<file path="config.mk">
export PLATFORM = sky130hd
export DESIGN_NAME = slice_serializer
export DESIGN_NICKNAME = d
export VERILOG_FILES = /design/src/rtl/slice_ser_pkg.sv /design/src/rtl/slice_ser_hold.sv /design/src/rtl/slice_serializer.sv
export SDC_FILE = /design/constraint.sdc
export NUM_CORES = 1
export LEC_CHECK = 0
export ABC_AREA = 1
export BUFFER_PORTS_ARGS = -buffer_cell sky130_fd_sc_hd__buf_2
export CORE_MARGIN = 2
export CORE_UTILIZATION = 40
export CTS_CLUSTER_SIZE = 20
export DETAILED_ROUTE_END_ITERATION = 10
export GPL_ROUTABILITY_DRIVEN = 0
export GPL_TIMING_DRIVEN = 0
export PLACE_DENSITY = 0.65
export SLEW_MARGIN = 5
export SYNTH_ARGS = -nofsm -noshare
export SYNTH_HDL_FRONTEND = slang
export SYNTH_SLANG_ARGS = --single-unit
</file>
<file path="constraint.sdc">
create_clock -name clk -period 4.35 [get_ports clk]
set_clock_uncertainty 0.2 [all_clocks]
set_input_delay 1.305 -clock clk [delete_from_list [all_inputs] [get_ports clk]]
set_output_delay 1.305 -clock clk [all_outputs]
set_load 0.05 [all_outputs]
</file>
<file path="src/rtl/slice_ser_pkg.sv">
// slice_ser_pkg: shared state encoding and lane-order helper for slice_serializer.
package slice_ser_pkg;

  typedef enum logic {
    IDLE = 1'b0,
    SEND = 1'b1
  } state_e;

  // Source lane for beat k: natural order, or pair-swapped (1,0,3,2,...).
  function automatic int lane_sel(input int k, input bit swap);
    return swap ? (k ^ 1) : k;
  endfunction

endpackage

</file>
<file path="src/rtl/slice_ser_hold.sv">
// slice_ser_hold: one-word holding register with a valid flag.
// Only instantiated when SLICE_SERIALIZER_SKID_EN is defined.
module slice_ser_hold #(
  parameter int WIDTH = 16
) (
  input  logic             clk,
  input  logic             rst_n,
  input  logic             wr_en_i,
  input  logic [WIDTH-1:0] wr_data_i,
  input  logic             rd_en_i,
  output logic             full_o,
  output logic [WIDTH-1:0] data_o
);

  logic             full_q, full_d;
  logic [WIDTH-1:0] data_q, data_d;

  // A write wins over a read so that a same-cycle refill keeps the word.
  always_comb begin
    full_d = full_q;
    data_d = data_q;
    if (wr_en_i) begin
      full_d = 1'b1;
      data_d = wr_data_i;
    end else if (rd_en_i) begin
      full_d = 1'b0;
    end
  end

  // Holding register state, cleared by reset.
  always_ff @(posedge clk) begin
    if (!rst_n) begin
      full_q <= 1'b0;
      data_q <= '0;
    end else begin
      full_q <= full_d;
      data_q <= data_d;
    end
  end

  assign full_o = full_q;
  assign data_o = data_q;

endmodule

</file>
<file path="src/rtl/slice_serializer.sv">
// slice_serializer: accepts a WIDTH-bit word and emits it as LANE-bit beats,
// in natural or pair-swapped lane order. All outputs come from registers.
// Optional macro SLICE_SERIALIZER_SKID_EN adds a one-word holding register
// so consecutive words stream with no idle cycle between them.
module slice_serializer #(
  parameter int WIDTH      = 16,
  parameter int LANE       = 4,
  parameter int SWAP_PAIRS = 0
) (
  input  logic                  clk,
  input  logic                  rst_n,
  input  logic [WIDTH-1:0]      in_data,
  input  logic                  in_valid,
  output logic                  in_ready,
  output logic [LANE-1:0]       out_data,
  output logic                  out_valid,
  input  logic                  out_ready,
  output logic                  out_last,
  output logic [((WIDTH/LANE) > 1 ? $clog2(WIDTH/LANE) : 1)-1:0] out_idx
);

  import slice_ser_pkg::*;

  localparam int NLANES = WIDTH / LANE;
  localparam int IDXW   = (NLANES > 1) ? $clog2(NLANES) : 1;
  localparam bit SWAP   = (SWAP_PAIRS != 0);

  state_e           state_q, state_d;
  logic [WIDTH-1:0] word_q, word_d;
  logic [IDXW-1:0]  cnt_q, cnt_d;
  logic [LANE-1:0]  data_q, data_d;
  logic [IDXW-1:0]  idx_q, idx_d;
  logic             last_q, last_d;
  logic             valid_q, valid_d;

  // Beat selection: which word and which beat number feed the output regs.
  logic [WIDTH-1:0] src_word;
  logic [IDXW-1:0]  src_k;
  logic             show;
  logic             in_accept;
  logic             done;
  logic             advance;
  int               src_lane;

  function automatic logic [LANE-1:0] lane_data(input logic [WIDTH-1:0] w, input int l);
    return w[l*LANE +: LANE];
  endfunction

`ifdef SLICE_SERIALIZER_SKID_EN
  logic             hold_wr;
  logic             hold_rd;
  logic             hold_full;
  logic [WIDTH-1:0] hold_data;
  logic             active_free;

  slice_ser_hold #(.WIDTH(WIDTH)) u_hold (
    .clk       (clk),
    .rst_n     (rst_n),
    .wr_en_i   (hold_wr),
    .wr_data_i (in_data),
    .rd_en_i   (hold_rd),
    .full_o    (hold_full),
    .data_o    (hold_data)
  );

  assign in_ready = !hold_full;
`else
  assign in_ready = (state_q == IDLE);
`endif

  assign in_accept = in_valid && in_ready;
  assign done      = (state_q == SEND) && out_ready && last_q;
  assign advance   = (state_q == SEND) && out_ready && !last_q;

  // Next-state logic: load a new word, advance a beat, or return to IDLE.
  always_comb begin
    state_d  = state_q;
    word_d   = word_q;
    cnt_d    = cnt_q;
    data_d   = data_q;
    idx_d    = idx_q;
    last_d   = last_q;
    valid_d  = valid_q;
    src_word = word_q;
    src_k    = cnt_q;
    show     = 1'b0;
    src_lane = 0;
`ifdef SLICE_SERIALIZER_SKID_EN
    hold_wr     = 1'b0;
    hold_rd     = 1'b0;
    active_free = (state_q == IDLE) || done;
`endif

    if (advance) begin
      cnt_d = cnt_q + IDXW'(1);
      src_k = cnt_q + IDXW'(1);
      show  = 1'b1;
    end

`ifdef SLICE_SERIALIZER_SKID_EN
    if (active_free) begin
      if (hold_full) begin
        // Queued word goes out first; in_ready is low so no accept now.
        hold_rd  = 1'b1;
        word_d   = hold_data;
        src_word = hold_data;
        cnt_d    = '0;
        src_k    = '0;
        show     = 1'b1;
        state_d  = SEND;
      end else if (in_accept) begin
        word_d   = in_data;
        src_word = in_data;
        cnt_d    = '0;
        src_k    = '0;
        show     = 1'b1;
        state_d  = SEND;
      end else if (done) begin
        state_d = IDLE;
        valid_d = 1'b0;
        last_d  = 1'b0;
      end
    end else if (in_accept) begin
      hold_wr = 1'b1;
    end
`else
    if ((state_q == IDLE) && in_accept) begin
      word_d   = in_data;
      src_word = in_data;
      cnt_d    = '0;
      src_k    = '0;
      show     = 1'b1;
      state_d  = SEND;
    end else if (done) begin
      state_d = IDLE;
      valid_d = 1'b0;
      last_d  = 1'b0;
    end
`endif

    if (show) begin
      src_lane = lane_sel(int'(src_k), SWAP);
      valid_d  = 1'b1;
      data_d   = lane_data(src_word, src_lane);
      idx_d    = IDXW'(src_lane);
      last_d   = (int'(src_k) == NLANES - 1);
    end
  end

  // State and output registers; reset discards any word in flight.
  always_ff @(posedge clk) begin
    if (!rst_n) begin
      state_q <= IDLE;
      word_q  <= '0;
      cnt_q   <= '0;
      data_q  <= '0;
      idx_q   <= '0;
      last_q  <= 1'b0;
      valid_q <= 1'b0;
    end else begin
      state_q <= state_d;
      word_q  <= word_d;
      cnt_q   <= cnt_d;
      data_q  <= data_d;
      idx_q   <= idx_d;
      last_q  <= last_d;
      valid_q <= valid_d;
    end
  end

  assign out_data  = data_q;
  assign out_idx   = idx_q;
  assign out_last  = last_q;
  assign out_valid = valid_q;

endmodule

</file>
==> impl_metrics.py, run 1 <==
metrics = {
    "clock_tree": {
        "cts_max_level": 1,
        "cts_buffers": 3,
        "cts_num_sinks": 27,
        "cts.repair.resized": 0,
        "clk_pin_slew_worst_paths_ns": 0.14,
        "cts_hold_buffers": 0,
        "cts_setup_buffers": 0,
        "cts_root_buf": "clkbuf_4",
        "clk_latency_ns": 0.33,
        "cts_tree": "done",
        "clockBufferDepth": 2,
    },
    "pwr": {
        "ir_worst_vdd_mv": 0.166,
        "p_leak_nw": 0.804,
        "clock_power_share_pct": 22.4,
        "power.density_nw_per_um2": 316,
        "intPower_uw": 335,
        "power_frac_seq_pct": 54.3,
        "swShare_pct": 31.7,
        "power.switching_uw": 156,
        "combPwrFrac_pct": 23.3,
    },
    "worst_setup_path": {
        "critPathKind": "reg -> out",
        "start_kind": "register",
        "cp_data_required_time_ns": 2.84,
        "worstPathArrival_ns": 1.12,
        "worstPathMaxFanout": 7,
        "endpoint_kind": "primary output",
    },
    "synthesis": {
        "synth-edff-count": 0,
        "yosysTopAreaCell": "dfxtp_1",
        "synth_most_common_cell": "nand2_1",
        "synthFlopType": "dfxtp_1",
        "ys_top_cells_by_area": "dfxtp_1 (40%), nand2_1 (22%), a21oi_1 (6.4%)",
        "synth_top_area_share_pct": 40.4,
        "synth_cell_types": 25,
        "yosys_warnings": 0,
        "yosysSeqAreaShare_pct": 40.4,
        "syn_inst": 186,
        "synth_common_cells": "nand2_1 (78), dfxtp_1 (27), a21oi_1 (17)",
        "synth-seq-cells": 27,
        "async_flop_share_pct": 0,
        "synthesis.area_sq_um": 1340,
        "syn-num-nets": 206,
        "syn_area_per_cell_sq_um": 7.18,
    },
    "sta": {
        "slew_viol_final": 0,
        "fin_setup_tns_ns": 0,
        "maxSlewHeadroom_pct": 66.3,
        "max_freq_mhz": 380,
        "hold_violations": 0,
        "fin_crit_sh_pct": 60.5,
        "grt_setup_unrepaired": "no",
        "setup_viol": 0,
        "min_period_ns": 2.63,
        "tightest_slew_ns": 0.505,
    },
    "worst_hold_path": {
        "hold_class": "reg -> reg",
    },
    "grt": {
        "grt_usage_pct": 17.6,
        "grt_max_degree": 16,
        "use_met2_pct": 29.5,
        "top_usage_layer": "met2",
        "antenna_found_initial": 0,
        "grt_util_met1_pct": 23.1,
        "grt_overflow": 0,
        "grt_pass1_wl_um": 4950,
        "grt_use_met3_pct": 2.48,
        "grt_pass1_vias": 1178,
    },
    "die": {
        "die_h_um": 61.8,
        "start_util_pct": 42.7,
        "io_pins": 29,
        "die_w_um": 61.8,
        "coreArea_sq_um": 3130,
        "rows": 20,
        "die_area_sq_um": 3820,
    },
    "route": {
        "wl_um": 2760,
        "dr.pass1.iters": 4,
        "detail-route-antenna-nets": 0,
        "via_per_inst": 4.68,
        "detail_route.iter0.violations": 25,
        "avgRoutedWirePerCell_um": 10.6,
        "vias": 1222,
        "drc": 0,
    },
    "placed_design": {
        "place.port_buffers": 27,
        "dpl.hpwl_um": 2140,
        "place_area_sq_um": 1530,
        "dp_cells": 257,
    },
    "final_layout": {
        "final_cells": 261,
        "final.fill_count": 320,
        "postLayoutCellArea_sq_um": 1550,
        "final_layout_size_suffix_gt1_share_pct": 27.2,
        "insertedDiodeCount": 0,
        "syn_to_final_growth_pct": 16.3,
        "nets": 238,
    },
    "job": {
        "drv_cap": 0,
    },
    "status": {
        "outcome": "completed",
    },
}
## cell type report
cell class | instances | area [sq um] | area share (%)
plain buffers | 7 | 66.3 | 4.27
clock buffers | 3 | 22.5 | 1.45
clock inverters | 1 | 5.00 | 0.322
inverters | 14 | 55.1 | 3.54
multi-input cells | 138 | 674 | 43.4
flip-flops and latches | 27 | 541 | 34.8
well taps | 44 | 55.1 | 3.54
repair buffers | 27 | 135 | 8.70
## path summary, 6_finish.rpt
path         slack [ns]  cells past startpoint          end      start
max                1.72                      3     in_ready    state_q
min                0.28                      2    word_q[5]  word_q[5]
min reg2reg        0.28                      2    word_q[5]  word_q[5]
max reg2reg        2.78                     10  out_data[3]   out_last
## cell usage in the layout (no fill, tap or decap), types with 3 or more instances in the layout
| cell | synthesis | layout |
|---|---|---|
| a21oi_1 | 17 | 17 |
| buf_2 | 1 | 28 |
| clkbuf_4 | 0 | 3 |
| dfxtp_1 | 27 | 27 |
| inv_1 | 9 | 9 |
| inv_2 | 3 | 3 |
| nand2_1 | 78 | 78 |
| nand2_2 | 11 | 11 |
| nand3_1 | 9 | 9 |
| nand4_1 | 9 | 9 |
| nor2_1 | 3 | 3 |
## stage by stage
step           hold WS, ns  utilization [%]  setup slack [ns]  power (mW)
3_3_place_gp         0.256             48.8              1.79       0.387
2_1_floorplan        0.246                -              2.10       0.357
6_report             0.277             49.7              1.72       0.490
3_5_place_dp         0.261             48.8              1.79       0.387
5_1_grt              0.296             49.7              1.66       0.522
4_1_cts              0.281             49.7              1.71       0.496
## metal layers
layer / vias up / wire length, um
li1: 666 / -
met1: 518 / 1320
met2: 31 / 1280
met3: 7 / 117
met4: 0 / 49
met5: - / 0
## power groups by stage
| stage | logic, mW | clock network [mW] | registers [mW] |
|---|---|---|---|
| final | 0.114 | 0.110 | 0.266 |
| after detailed placement | 0.115 | 0 | 0.272 |
| after global placement | 0.115 | 0 | 0.272 |
| after CTS | 0.116 | 0.114 | 0.267 |
| after global routing | 0.129 | 0.124 | 0.268 |
| after floorplan | 0.0699 | 0 | 0.287 |
## registers in the layout, indices dropped and copies added (netlist names)
register and count:
word_q 16, out_data 4, cnt_q 2, out_idx 2
out_last 1, out_valid 1, state_q 1
## kinds of logic after synthesis
family / Yosys count / synth area share (%)
AOI/OAI and AO/OA: 21 / 8.43
buffers and inverters: 21 / 9.08
and+or+nand+nor: 117 / 42.0
DFF: 27 / 40.4
## worst max-delay path, stage by stage (launching register included)
cell and delay [ns]:
dfxtp_1 0.33, buf_6 0.14, inv_4 0.07, buf_2 0.26
Note: power is estimated with default switching activity, not from simulation.
==> run 2, diff against run 1 <==
- PLACE_DENSITY: 0.65 -> 0.67
- clock period: 4.35 -> 2.15 ns (I/O delays scaled with it)
==> impl_metrics.py, run 2 (synthesis results as in run 1) <==
metrics = {
    "grt": {
        "grt_pass1_vias": 1057,
        "antenna_found_initial": 0,
        "grt_pass1_wl_um": 4550,
        "grt_max_degree": 15,
        "grt_usage_pct": 16.0,
        "grt_overflow": 0,
    },
    "clock_tree": {
        "cts_root_buf": "clkbuf_4",
        "cts_hold_buffers": 0,
        "clockBufferDepth": 2,
        "cts_max_level": 1,
        "clk_latency_ns": 0.32,
        "cts_buffers": 3,
        "cts_num_sinks": 27,
        "cts_setup_buffers": 0,
        "cts_tree": "done",
        "cts.repair.resized": 0,
        "clk_pin_slew_worst_paths_ns": 0.14,
    },
    "sta": {
        "min_period_ns": 1.97,
        "maxSlewHeadroom_pct": 67.2,
        "hold_violations": 0,
        "tightest_slew_ns": 0.491,
        "max_freq_mhz": 509,
        "setup_viol": 0,
        "fin_crit_sh_pct": 91.4,
        "grt_setup_unrepaired": "no",
        "slew_viol_final": 0,
        "holdWs_ns": 0.278,
        "fin_setup_tns_ns": 0,
    },
    "pwr": {
        "combPwrFrac_pct": 23.6,
        "power_frac_seq_pct": 54.6,
        "power.switching_uw": 308,
        "ir_worst_vdd_mv": 0.434,
        "p_leak_nw": 0.801,
        "power.density_nw_per_um2": 637,
        "swShare_pct": 31.2,
        "intPower_uw": 680,
        "clock_power_share_pct": 21.9,
    },
    "die": {
        "die_area_sq_um": 3820,
        "start_util_pct": 42.7,
        "die_w_um": 61.8,
        "coreArea_sq_um": 3130,
        "rows": 20,
        "io_pins": 29,
        "die_h_um": 61.8,
    },
    "final_layout": {
        "layout_commonest_cell": "nand2_1",
        "syn_to_final_growth_pct": 16.2,
        "seq_area_sq_um": 541,
        "mostFrequentLayoutCells": "nand2_1 (78), buf_2 (28), dfxtp_1 (27)",
        "multi_input_area_sq_um": 674,
        "insertedDiodeCount": 0,
        "final_cells": 261,
        "nets": 238,
        "final.fill_count": 332,
        "regMostFlops": "word_q",
        "largest_reg_flops": 16,
        "final_layout_size_suffix_gt1_share_pct": 26.7,
    },
    "route": {
        "avgRoutedWirePerCell_um": 10.8,
        "wl_um": 2810,
        "routed-wl-met3_um": 117,
        "drc": 0,
        "wl_met1_um": 1400,
        "met2_length_um": 1280,
        "dr.pass1.iters": 4,
        "detail_route.iter0.violations": 66,
        "via_per_inst": 4.67,
        "top_layer": "met4",
        "vias": 1220,
        "detail-route-antenna-nets": 0,
    },
    "worst_setup_path": {
        "reg2reg_slack_ns": 0.56,
        "start_kind": "register",
        "crit_chain": "buf_6 > inv_4 > buf_2",
        "crit_slowest_cell": "dfxtp_1",
        "critical_path.max_stage_delay_ns": 0.33,
        "cp_data_required_time_ns": 1.30,
        "rr_endpoint": "out_data[1]",
        "path_buf_inv": 3,
        "timing.rr.start": "state_q",
        "crit_cells": 3,
        "r2r_cells": 12,
        "critPathTopFamily": "buffers and inverters",
        "startpoint": "state_q",
        "critPathKind": "reg -> out",
        "worstPathMaxFanout": 7,
        "endpoint_kind": "primary output",
        "worstPathArrival_ns": 1.12,
    },
    "placed_design": {
        "dp_cells": 257,
        "dpl.hpwl_um": 2120,
        "place.port_buffers": 27,
    },
    "job": {
        "drv_cap": 0,
    },
    "worst_hold_path": {
        "hold_class": "reg -> reg",
        "hold_end": "word_q[15]",
        "whs_path_depth": 2,
        "min-delay-start": "word_q[15]",
    },
    "status": {
        "outcome": "completed",
    },
}
run 2: cell types whose count changed in the layout (fill, tap and decap cells not counted), sizes merged:
cell    change
clkbuf      +1
clkinv      -1
run 2: power by group through the flow:
stage	registers, mW	logic (mW)	clock network, mW
floorplan	0.581	0.141	0
global placement	0.550	0.232	0
detailed placement	0.551	0.234	0
CTS	0.540	0.235	0.224
global route	0.541	0.261	0.240
finish	0.539	0.233	0.216
run 2: cell type report:
type / count / share of cell area (%)
inverters: 14 / 3.55
plain buffers: 7 / 4.27
repair buffers: 27 / 8.70
clock buffers: 4 / 1.69
multi-input cells: 138 / 43.4
flip-flops and latches: 27 / 34.8
well taps: 44 / 3.55
run 2: layer usage:
metal / vias to the layer above / GRT usage, %
li1: 662 / -
met1: 533 / 21.7
met2: 23 / 26.3
met3: 2 / 3.73
met4: 0 / 2.74
met5: - / 0
run 2: metrics by stage:
stage	cell area (sq um)	worst slack (ns)	power, mW	util [%]
after floorplan	1340	0.407	0.723	-
after global placement	1530	0.234	0.783	48.8
after detailed placement	1530	0.242	0.785	48.8
after CTS	1550	0.174	1.00	49.6
after global routing	1550	0.140	1.04	49.6
final	1550	0.185	0.988	49.6
run 2: worst max-delay path by stage:
| stage | endpoint | slack (ns) |
|---|---|---|
| 2_1_floorplan | out_data[2] | 0.41 |
| 3_3_place_gp | out_data[3] | 0.23 |
| 3_5_place_dp | out_data[0] | 0.24 |
| 4_1_cts | in_ready | 0.17 |
| 5_1_grt | in_ready | 0.14 |
| 6_report | in_ready | 0.18 |
run 2: worst reg2reg max path, delay by kind of cell, from the launching register on:
| family | cells | cell delay [ns] |
|---|---|---|
| buffers and inverters | 4 | 0.42 |
| flip-flops | 1 | 0.35 |
| AND/OR/NAND/NOR | 8 | 0.56 |
==> run 3, diff against run 2 <==
- RECOVER_POWER: not set -> 50
==> impl_metrics.py, run 3 (synthesis results as in run 1) <==
metrics = {
    "status": {
        "outcome": "completed",
    },
    "worst_setup_path": {
        "start_kind": "register",
        "endpoint_kind": "primary output",
        "worstPathMaxFanout": 7,
        "critPathKind": "reg -> out",
        "cp_data_required_time_ns": 1.30,
        "worstPathArrival_ns": 1.12,
    },
    "clock_tree": {
        "clockBufferDepth": 2,
        "cts_buffers": 3,
        "cts_num_sinks": 27,
        "cts_setup_buffers": 0,
        "cts_root_buf": "clkbuf_4",
        "cts_max_level": 1,
        "clk_pin_slew_worst_paths_ns": 0.14,
        "cts_hold_buffers": 0,
        "cts_tree": "done",
        "clk_latency_ns": 0.32,
        "cts.repair.resized": 0,
    },
    "grt": {
        "grt_usage_pct": 16.0,
        "grt_pass1_wl_um": 4550,
        "grt_pass1_vias": 1057,
        "grt_overflow": 0,
        "grt_max_degree": 15,
        "antenna_found_initial": 0,
    },
    "die": {
        "die_h_um": 61.8,
        "coreArea_sq_um": 3130,
        "rows": 20,
        "die_w_um": 61.8,
        "die_area_sq_um": 3820,
        "start_util_pct": 42.7,
        "io_pins": 29,
    },
    "sta": {
        "hold_violations": 0,
        "tightest_slew_ns": 0.491,
        "holdWs_ns": 0.278,
        "max_freq_mhz": 510,
        "slew_viol_final": 0,
        "maxSlewHeadroom_pct": 67.2,
        "fin_crit_sh_pct": 91.2,
        "min_period_ns": 1.96,
        "grt_setup_unrepaired": "no",
        "setup_viol": 0,
        "fin_setup_tns_ns": 0,
    },
    "final_layout": {
        "nets": 238,
        "largest_reg_flops": 16,
        "final_layout_size_suffix_gt1_share_pct": 25.3,
        "layout_commonest_cell": "nand2_1",
        "mostFrequentLayoutCells": "nand2_1 (79), dfxtp_1 (27), buf_2 (27)",
        "regMostFlops": "word_q",
        "insertedDiodeCount": 0,
        "syn_to_final_growth_pct": 15.6,
    },
    "placed_design": {
        "place.port_buffers": 27,
        "dpl.hpwl_um": 2120,
    },
    "route": {
        "avgRoutedWirePerCell_um": 10.7,
        "detail_route.iter0.violations": 63,
        "dr.pass1.iters": 4,
        "drc": 0,
        "via_per_inst": 4.70,
        "detail-route-antenna-nets": 0,
        "vias": 1228,
        "wl_um": 2800,
    },
    "worst_hold_path": {
        "hold_class": "reg -> reg",
    },
    "pwr": {
        "ir_worst_vdd_mv": 0.434,
        "power.density_nw_per_um2": 638,
        "p_leak_nw": 0.795,
    },
    "job": {
        "drv_cap": 0,
    },
}
run 3: report_power, final:
part	internal, mW	switching, mW
clock	0.0727	0.144
combinational	0.0764	0.154
sequential	0.529	0.0101
run 3: critical path: stages, from the launching register on:
cell	delay (ns)
dfxtp_1	0.33
buf_6	0.14
inv_4	0.07
buf_2	0.25
run 3: area by class of cell:
type	count	area, sq um
Sequential cell	27	541
Multi-Input combinational cell	138	672
Buffer	7	61.3
Fill cell	336	1580
Inverter	14	55.1
Clock buffer	4	26.3
Tap cell	44	55.1
Timing Repair Buffer	27	135
run 3: worst paths after layout:
kind            endpoint  slack [ns]  depth (start not counted)  startpoint
max reg2reg  out_data[1]        0.23                         12     state_q
min reg2reg   word_q[15]        0.28                          2  word_q[15]
min           word_q[15]        0.28                          2  word_q[15]
max             in_ready        0.19                          3     state_q
run 3: metrics by stage:
step           total power, mW  cell area, sq um  cells  setup slack, ns  utilization, %
6_report                 0.986              1550    261            0.190            49.4
5_1_grt                   1.04              1550    261           0.0731            49.4
2_1_floorplan            0.723              1340    186            0.407               -
3_3_place_gp             0.783              1530    257            0.234            48.8
4_1_cts                   1.00              1550    261            0.174            49.6
3_5_place_dp             0.785              1530    257            0.242            48.8
run 3: routing by layer:
| metal | vias up | part of all wire, % | track usage, % |
|---|---|---|---|
| met3 | 2 | 3.3 | 3.73 |
| met4 | 0 | 0.50 | 2.74 |
| met5 | - | 0 | 0 |
| li1 | 663 | - | - |
| met2 | 21 | 46 | 26.3 |
| met1 | 542 | 50 | 21.7 |
